<file path="src/rtl/snd_link_pkg.sv">
// ============================================================================
// snd_link_pkg : link word format constants shared by sender and receiver
// Rev 1.0 - initial release
// ============================================================================
`default_nettype none

package snd_link_pkg;

    localparam logic [7:0] K_IDLE = 8'hBC;
    localparam logic [7:0] K_TRIG = 8'h1C;

    localparam int HDR_FLAG    = 15;
    localparam int HDR_CHAN_HI = 14;
    localparam int HDR_CHAN_LO = 9;
    localparam int HDR_LEN_HI  = 8;
    localparam int HDR_LEN_LO  = 0;

    localparam int ERR_TRUNC  = 0;
    localparam int ERR_ORPHAN = 1;
    localparam int ERR_CHAN   = 2;
    localparam int ERR_TMO    = 3;

    typedef enum logic [0:0] {
        ST_IDLE  = 1'b0,
        ST_BLOCK = 1'b1
    } rcv_state_e;

    function automatic logic [5:0] hdr_chan(input logic [15:0] w);
        return w[HDR_CHAN_HI:HDR_CHAN_LO];
    endfunction

    function automatic logic [8:0] hdr_len(input logic [15:0] w);
        return w[HDR_LEN_HI:HDR_LEN_LO];
    endfunction

endpackage

`default_nettype wire

</file>
<file path="src/rtl/snd_rcv_cls.sv">
// ============================================================================
// snd_rcv_cls : combinational classifier for one received link word
// Rev 1.0 - initial release
// ============================================================================
`default_nettype none

module snd_rcv_cls
    import snd_link_pkg::*;
(
    input  logic       kchar,
    input  logic       flag,
    input  logic [7:0] low_byte,
    output logic       is_hdr,
    output logic       is_data,
    output logic       is_trig,
    output logic       is_idle
);

    assign is_hdr  = ~kchar &  flag;
    assign is_data = ~kchar & ~flag;
    assign is_trig =  kchar & (low_byte == K_TRIG);
    assign is_idle =  kchar & (low_byte == K_IDLE);

endmodule

`default_nettype wire

</file>
<file path="src/rtl/snd_rcv.sv">
// ============================================================================
// snd_rcv : link receiver - block delineation, checking and trigger recovery
// Optional statistics counters enabled with `define SND_RCV_STAT_EN
// Rev 1.0 - initial release
// ============================================================================
`default_nettype none

module snd_rcv
    import snd_link_pkg::*;
#(
    parameter int NCHAN = 17,
    parameter int TMO   = 255
)(
    input  logic        clk,
    input  logic        reset,
    input  logic [15:0] datain,
    input  logic        kchar,
    output logic [15:0] dout,
    output logic [5:0]  dout_chan,
    output logic        dout_valid,
    output logic        dout_first,
    output logic        dout_last,
    output logic        dout_abort,
    output logic        trig,
    output logic [3:0]  err
`ifdef SND_RCV_STAT_EN
    ,
    output logic [31:0] blk_cnt,
    output logic [15:0] err_cnt
`endif
);

    localparam logic [6:0] NCHAN_LIM = 7'(NCHAN);
    localparam logic [8:0] TMO_LIM   = 9'(TMO);

    logic w_is_hdr, w_is_data, w_is_trig, w_unused_idle;

    // Idle words carry nothing on the receive side; they only pace the link.
    snd_rcv_cls u_cls (
        .kchar    (kchar),
        .flag     (datain[HDR_FLAG]),
        .low_byte (datain[7:0]),
        .is_hdr   (w_is_hdr),
        .is_data  (w_is_data),
        .is_trig  (w_is_trig),
        .is_idle  (w_unused_idle)
    );

    rcv_state_e  state_q, state_d;
    logic [8:0]  cnt_q, cnt_d;
    logic [8:0]  tmo_q, tmo_d;
    logic [15:0] dout_q, dout_d;
    logic [5:0]  dout_chan_q, dout_chan_d;
    logic        valid_q, valid_d, first_q, first_d, last_q, last_d;
    logic        abort_q, abort_d, trig_q, trig_d;
    logic [3:0]  err_q, err_d;
    logic [3:0]  w_evt;
    logic        w_chan_ok;
    logic [8:0]  w_tmo_inc;

    assign w_chan_ok = {1'b0, hdr_chan(datain)} < NCHAN_LIM;
    assign w_tmo_inc = tmo_q + 9'd1;

    always_comb begin
        state_d     = state_q;
        cnt_d       = cnt_q;
        tmo_d       = tmo_q;
        dout_d      = dout_q;
        dout_chan_d = dout_chan_q;
        valid_d     = 1'b0;
        first_d     = 1'b0;
        last_d      = 1'b0;
        abort_d     = 1'b0;
        trig_d      = w_is_trig;
        w_evt       = 4'b0000;

        if (state_q == ST_BLOCK) begin
            if (w_is_data) begin
                valid_d = 1'b1;
                dout_d  = datain;
                cnt_d   = cnt_q - 9'd1;
                tmo_d   = 9'd0;
                if (cnt_q == 9'd1) begin
                    last_d  = 1'b1;
                    state_d = ST_IDLE;
                end
            end else if (w_is_hdr) begin
                w_evt[ERR_TRUNC] = 1'b1;
                abort_d          = 1'b1;
                state_d          = ST_IDLE;
                tmo_d            = 9'd0;
            end else if (w_tmo_inc == TMO_LIM) begin
                w_evt[ERR_TMO] = 1'b1;
                abort_d        = 1'b1;
                state_d        = ST_IDLE;
                tmo_d          = 9'd0;
            end else begin
                tmo_d = w_tmo_inc;
            end
        end else if (w_is_data) begin
            w_evt[ERR_ORPHAN] = 1'b1;
        end

        // A header is handled identically whether or not it closed a truncated block.
        if (w_is_hdr) begin
            if (w_chan_ok) begin
                valid_d     = 1'b1;
                first_d     = 1'b1;
                dout_d      = datain;
                dout_chan_d = hdr_chan(datain);
                cnt_d       = hdr_len(datain);
                tmo_d       = 9'd0;
                if (hdr_len(datain) == 9'd0) begin
                    last_d = 1'b1;
                end else begin
                    state_d = ST_BLOCK;
                end
            end else begin
                w_evt[ERR_CHAN] = 1'b1;
            end
        end

        err_d = err_q | w_evt;
    end

    always_ff @(posedge clk) begin
        if (reset) begin
            state_q     <= ST_IDLE;
            cnt_q       <= 9'd0;
            tmo_q       <= 9'd0;
            dout_q      <= 16'd0;
            dout_chan_q <= 6'd0;
            valid_q     <= 1'b0;
            first_q     <= 1'b0;
            last_q      <= 1'b0;
            abort_q     <= 1'b0;
            trig_q      <= 1'b0;
            err_q       <= 4'd0;
        end else begin
            state_q     <= state_d;
            cnt_q       <= cnt_d;
            tmo_q       <= tmo_d;
            dout_q      <= dout_d;
            dout_chan_q <= dout_chan_d;
            valid_q     <= valid_d;
            first_q     <= first_d;
            last_q      <= last_d;
            abort_q     <= abort_d;
            trig_q      <= trig_d;
            err_q       <= err_d;
        end
    end

    assign dout       = dout_q;
    assign dout_chan  = dout_chan_q;
    assign dout_valid = valid_q;
    assign dout_first = first_q;
    assign dout_last  = last_q;
    assign dout_abort = abort_q;
    assign trig       = trig_q;
    assign err        = err_q;

`ifdef SND_RCV_STAT_EN
    logic [31:0] blk_cnt_q, blk_cnt_d;
    logic [15:0] err_cnt_q, err_cnt_d;
    logic [2:0]  w_n_evt;
    logic [16:0] w_err_sum;

    // Two error events can land in one clock (truncation plus a bad channel).
    assign w_n_evt   = 3'(w_evt[0]) + 3'(w_evt[1]) + 3'(w_evt[2]) + 3'(w_evt[3]);
    assign w_err_sum = {1'b0, err_cnt_q} + 17'(w_n_evt);

    always_comb begin
        blk_cnt_d = blk_cnt_q;
        err_cnt_d = w_err_sum[16] ? 16'hFFFF : w_err_sum[15:0];
        if (last_d && (blk_cnt_q != 32'hFFFF_FFFF)) begin
            blk_cnt_d = blk_cnt_q + 32'd1;
        end
    end

    always_ff @(posedge clk) begin
        if (reset) begin
            blk_cnt_q <= 32'd0;
            err_cnt_q <= 16'd0;
        end else begin
            blk_cnt_q <= blk_cnt_d;
            err_cnt_q <= err_cnt_d;
        end
    end

    assign blk_cnt = blk_cnt_q;
    assign err_cnt = err_cnt_q;
`endif

endmodule

`default_nettype wire

</file>
<file path="config.mk">
export PLATFORM = sky130hd
export DESIGN_NAME = snd_rcv
export DESIGN_NICKNAME = d
export VERILOG_FILES = /design/src/rtl/snd_link_pkg.sv /design/src/rtl/snd_rcv_cls.sv /design/src/rtl/snd_rcv.sv
export SDC_FILE = /design/constraint.sdc
export NUM_CORES = 1
export LEC_CHECK = 0
export CAP_MARGIN = 20
export CORE_MARGIN = 2
export CORE_UTILIZATION = 25
export DETAILED_ROUTE_END_ITERATION = 8
export SKIP_CTS_REPAIR_TIMING = 1
export SLEW_MARGIN = 15
export SYNTH_ARGS = -nofsm -noshare
export SYNTH_HDL_FRONTEND = slang
export SYNTH_SLANG_ARGS = --single-unit
</file>
<file path="constraint.sdc">
create_clock -name clk -period 5 [get_ports clk]
set_clock_uncertainty 0.1 [all_clocks]
set_input_delay 0.5 -clock clk [delete_from_list [all_inputs] [get_ports clk]]
set_output_delay 0.5 -clock clk [all_outputs]
set_load 0.005 [all_outputs]
</file>
; ---- Word level (Yosys, flattened, before mapping)
; Cells that the tools add are included.
[classes]
bitwise = 8
reduce_logical = 4
muxes = 44
add_sub_neg = 2
n_eq_ne = 3
magnitude_cmp = 1
[op_table]
columns = op, count
row1 = $mux 9, 10
row2 = $mux 16, 4
row3 = $mux 1, 30
row4 = $add 9x1->9 const B, 1
row5 = $eq 9x1->1 const B, 1
row6 = $eq 9x8->1 const B, 1
row7 = $logic_not 9->1, 1
row8 = $sub 9x1->9 const B, 1
row9 = $eq 8x5->1 const B, 1
row10 = $lt 6x5->1 const B, 1
row11 = $not 1->1, 4
row12 = $or 4x4->4, 1
row13 = $and 1x1->1, 3
row14 = $reduce_or 3->1, 1
row15 = $reduce_and 2->1, 1
row16 = $reduce_or 2->1, 1
[totals]
output_inout_bits = 31
regBits = 50

; ---- Depth between registers and ports, before layout
[logic_depth]
depth_word = 9
ltp_mapped = 6
ltp_nobuf = 6

; ---- Cells and area by module
; From an unflattened synthesis, not the netlist that was laid out.
[hier_totals]
cells_unflattened = 276
hier_area_um2 = 2341.0
[modules_own_cells]
columns = mod, cells_per_inst, instances, area_each_um2
row1 = snd_rcv, 269, 1, 2284.7
row2 = snd_rcv_cls, 7, 1, 56.3

; ---- Least setup slack after synthesis
; OpenSTA, ideal clock, no wires.
[synth_timing]
path_type = flip-flop to flip-flop
from = register tmo_q[0]
to = register tmo_q[2]
setup_time_ps = 130
path_stages_with_launch = 7
setup_slack_ps = 3185
n_path_buf = 1
arrival_ps = 1585
cell_sequence = dfxtp_1 > ha_1 > xnor2_1 > or4b_1 > buf_2 > o21ai_2 > o32ai_1
[synth_between]
elab_chain_len = 8
[synth_lines]
columns = item, line_no
row1 = "start, declared", snd_rcv.sv:51  ; logic [8:0] tmo_q, tmo_d;
row2 = "start signal, assigned", snd_rcv.sv:142  ; tmo_q <= tmo_d;
row3 = $add 9x1->9 *, snd_rcv.sv:62  ; assign w_tmo_inc = tmo_q + 9'd1;
row4 = $eq 9x8->1, snd_rcv.sv:92  ; end else if (w_tmo_inc == TMO_LIM) begin
row5 = $mux 9 *, snd_rcv.sv:92
row6 = $mux 9 *, snd_rcv.sv:87  ; end else if (w_is_hdr) begin
row7 = $mux 9 *, snd_rcv.sv:78  ; if (w_is_data) begin
row8 = $mux 9 *, snd_rcv.sv:77  ; if (state_q == ST_BLOCK) begin
row9 = $mux 9, snd_rcv.sv:106  ; if (w_chan_ok) begin
row10 = $mux 9 *, snd_rcv.sv:105  ; if (w_is_hdr) begin
; Mark *: on every way between the ends. The rest lies on a longest branch, timed or not.
; A chain may end at the register's enable or synchronous reset.

; ---- Final worst setup path
[layout_timing]
from = input kchar
to = register tmo_q[2]
[layout_between]
elab_chain_len = 7
word_cells_on_any_way = 8
cone_classes = mux (5) / bitwise (3)
[layout_lines]
columns = item, line_no
row1 = "start, declared", snd_rcv.sv:17  ; input logic kchar,
row2 = $not 1->1 *, "snd_rcv_cls.sv:19, snd_rcv_cls.sv:20"
row3 = $and 1x1->1, snd_rcv_cls.sv:19  ; assign is_hdr = ~kchar & flag;
row4 = $mux 9, snd_rcv.sv:87
row5 = $mux 9, snd_rcv.sv:78
row6 = $mux 9, snd_rcv.sv:77
row7 = $mux 9, snd_rcv.sv:106
row8 = $mux 9 *, snd_rcv.sv:105
; Marked as above.

==> flow_metrics.tcl <==
set metrics [dict create \
    yosys.area.top_type "dfxtp_1" \
    worst-path-max-fanout 26 \
    finalCritPeriodShare_pct 54.2 \
    tightestPinTransition_ns 0.846 \
    synth.distinct_cells 49 \
    synth_seq_area_share_pct 43.8 \
    fin_setup_tns_ns 0 \
    drtIter0Drc 56 \
    ir_drop_v 0.000148 \
    hold_class "reg -> reg" \
    ys_top_cells_by_area "dfxtp_1 44%, mux2i_1 6.1%, nor2_1 5.6%, nand2_1 3.6%, a21oi_1 3.3%" \
    grt_pass1_vias 1840 \
    power.leakage_uw 0.00106 \
    synth-edff-count 0 \
    grt_use_total_pct 11.1 \
    htreeDepth 2 \
    drive_gt1_share_pct 7.17 \
    critPathTopFamily "simple AND/OR/NAND/NOR gates" \
    synth-main-ff-cell "dfxtp_1" \
    synth_top_area_share_pct 43.8 \
    antenna_found_initial 0 \
    critPathSlowestCell "clkdlybuf4s50_1" \
    holdCritStartpoint "dout_chan[1]" \
    drc 0 \
    cts-buffers-inserted 5 \
    num_antenna_cells 0 \
    hold_slack_ns 0.359 \
    dpl.cell_count 392 \
    clk_pin_slew_worst_paths_ns 0.10 \
    setup.worst_path.class "in -> reg" \
    place_ws_ns 1.95 \
    crit_path_max_incr_delay_ns 0.69 \
    finalNonFillerCells 401 \
    synth_nets 271 \
    postRouteAntennaNets 0 \
    rsz0062_at_grt "no" \
    yosys_warnings 0 \
    critPathRequiredTime_ns 5.07 \
    layout_min_cycle_time_ns 2.71 \
    path_cells "clkdlybuf4s50_1 > nor3b_2 > nand2_1 > nand2b_1 > o32ai_1" \
    wirelength_um 5500 \
    finalSetupViolCount 0 \
    max_freq_mhz 369 \
    grt_pass1_wl_um 8920 \
    final_nets 315 \
    dpl-instance-area_um2 2850 \
    die_w_um 99.6 \
    final_cell_area_um2 2950 \
    tritoncts "done" \
    grt_start_max_net_pins 42 \
    clock-sinks 50 \
    vias 1923 \
    worst_slack_ns 2.29 \
    avgSynthCellArea_um2 9.21 \
    dieHeight_um 99.6 \
    syn-instance-count 248 \
    hold_viol 0 \
    synth_common_cells "50 x dfxtp_1, 34 x nor2_1, 22 x nand2_1" \
    worstSkewPairLatency_ns 0.30 \
    ios 50 \
    yosysMostFrequentCell "dfxtp_1" \
    cts_max_path_buffers 2 \
    post-dp-hpwl_um 3880 \
    cp-start-kind "primary input" \
    r2r_start "state_q" \
    rows 34 \
    p_per_area_nw_per_um2 249 \
    viasPerCell 4.80 \
    area_delta_synth_final_pct 29.0 \
    wl_per_cell_um 13.7 \
    path_buf_inv 1 \
    start_util_pct 25.9 \
    grt_remaining_overflow 0 \
    outcome "complete, no violations" \
    netlist_area_um2 2280 \
    die_area_um2 9920 \
    drv_cap 0 \
    io_buffer_count 49 \
    clockRootBuffer "clkbuf_8" \
    first_pass_iters 6 \
    async_flop_share_pct 0 \
    core_um2 8810 \
    synth-seq-cells 50 \
    finalMaxSlewViolations 0 \
    end_kind "flip-flop" \
    critical_path_arrival_ns 2.78 \
    place.gp.congestion 0.807 \
    startpoint "kchar" \
    relSlewSlack_pct 43.5 \
]
## metal layers
| layer | GRT usage [%] | part of all wire, % | vias up |
|---|---|---|---|
| met5 | 0 | 0 | - |
| met4 | 3.58 | 1.5 | 0 |
| met3 | 3.94 | 5.3 | 8 |
| met2 | 18.0 | 46 | 41 |
| met1 | 13.8 | 47 | 911 |
| li1 | - | - | 963 |
## path summary, 6_finish.rpt
check,cells after the start,to,slack (ns)
worst max-delay path,5,tmo_q[2],2.29
worst min-delay path,2,dout_chan[1],0.36
worst max register to register,5,dout[2],2.76
worst min register to register,2,dout_chan[1],0.36
## power breakdown
| group | switching, uW | internal [uW] | total (uW) |
|---|---|---|---|
| combinational | 38.7 | 39.7 | 78.4 |
| clock | 141 | 98.6 | 240 |
| sequential | 7.66 | 408 | 416 |
## layout make-up
class                           instances  area [um2]
Clock buffer                            5        68.8
Fill cell                             875        5860
Sequential cell                        50        1000
Timing Repair Buffer                   51         509
Multi-Input combinational cell        178        1190
Clock inverter                          3        21.3
Inverter                                6        22.5
Tap cell                              108         135
## cell usage in the layout, fill, tap and decap left out, types with 2 or more instances in the layout
cell / netlist / routed
dfxtp_1: 50 / 50
clkdlybuf4s50_1: 0 / 49
nor2_1: 34 / 34
nand2_1: 22 / 22
a21oi_1: 15 / 15
mux2i_1: 14 / 14
a211oi_1: 9 / 9
nand2b_1: 9 / 9
inv_1: 6 / 6
xor2_1: 5 / 5
clkbuf_8: 0 / 5
nor4_1: 4 / 4
xnor2_1: 4 / 4
nand3_1: 4 / 4
nor4b_1: 4 / 4
o21a_1: 4 / 4
nand3b_1: 4 / 4
ha_1: 4 / 4
nand4_1: 3 / 3
o221ai_1: 3 / 3
o21ai_0: 3 / 3
nor3b_2: 2 / 2
nand4b_1: 2 / 2
nor3_1: 2 / 2
or3b_1: 2 / 2
o32ai_1: 2 / 2
and3_1: 2 / 2
o21ai_1: 2 / 2
## worst register-to-register path, delay by kind of cell (launching register included)
family,cells,cell delay [ns]
AND/OR/NAND/NOR,2,0.63
AO/OA/AOI/OAI,1,0.23
multiplexers,1,0.15
buffers and inverters,1,0.22
flip-flops,1,0.79
## metrics by stage
stage / total power [uW] / utilization [%]
CTS: 740 / 33.3
floorplan: 461 / -
global route: 764 / 33.5
finish: 734 / 33.5
detailed placement: 503 / 32.3
global placement: 503 / 32.3
## sequential cells by signal, summed over array words and instances (netlist names), 4 cells and up
name	count
err	4
dout	16
tmo_q	9
dout_chan	6
cnt_q	9
## kinds of logic (layout without fill, tap and decap cells)
| kind of cell | after synthesis | in the layout | synth area share (%) |
|---|---|---|---|
| simple gates | 103 | 103 | 24.4 |
| flops | 50 | 50 | 43.8 |
| xor+xnor | 10 | 10 | 4.16 |
| buf+inv | 20 | 65 | 4.16 |
| mux | 14 | 14 | 6.13 |
| fa+ha+maj | 4 | 4 | 2.19 |
| compound gates | 47 | 47 | 15.2 |
Power figures use the tool's default switching activity.
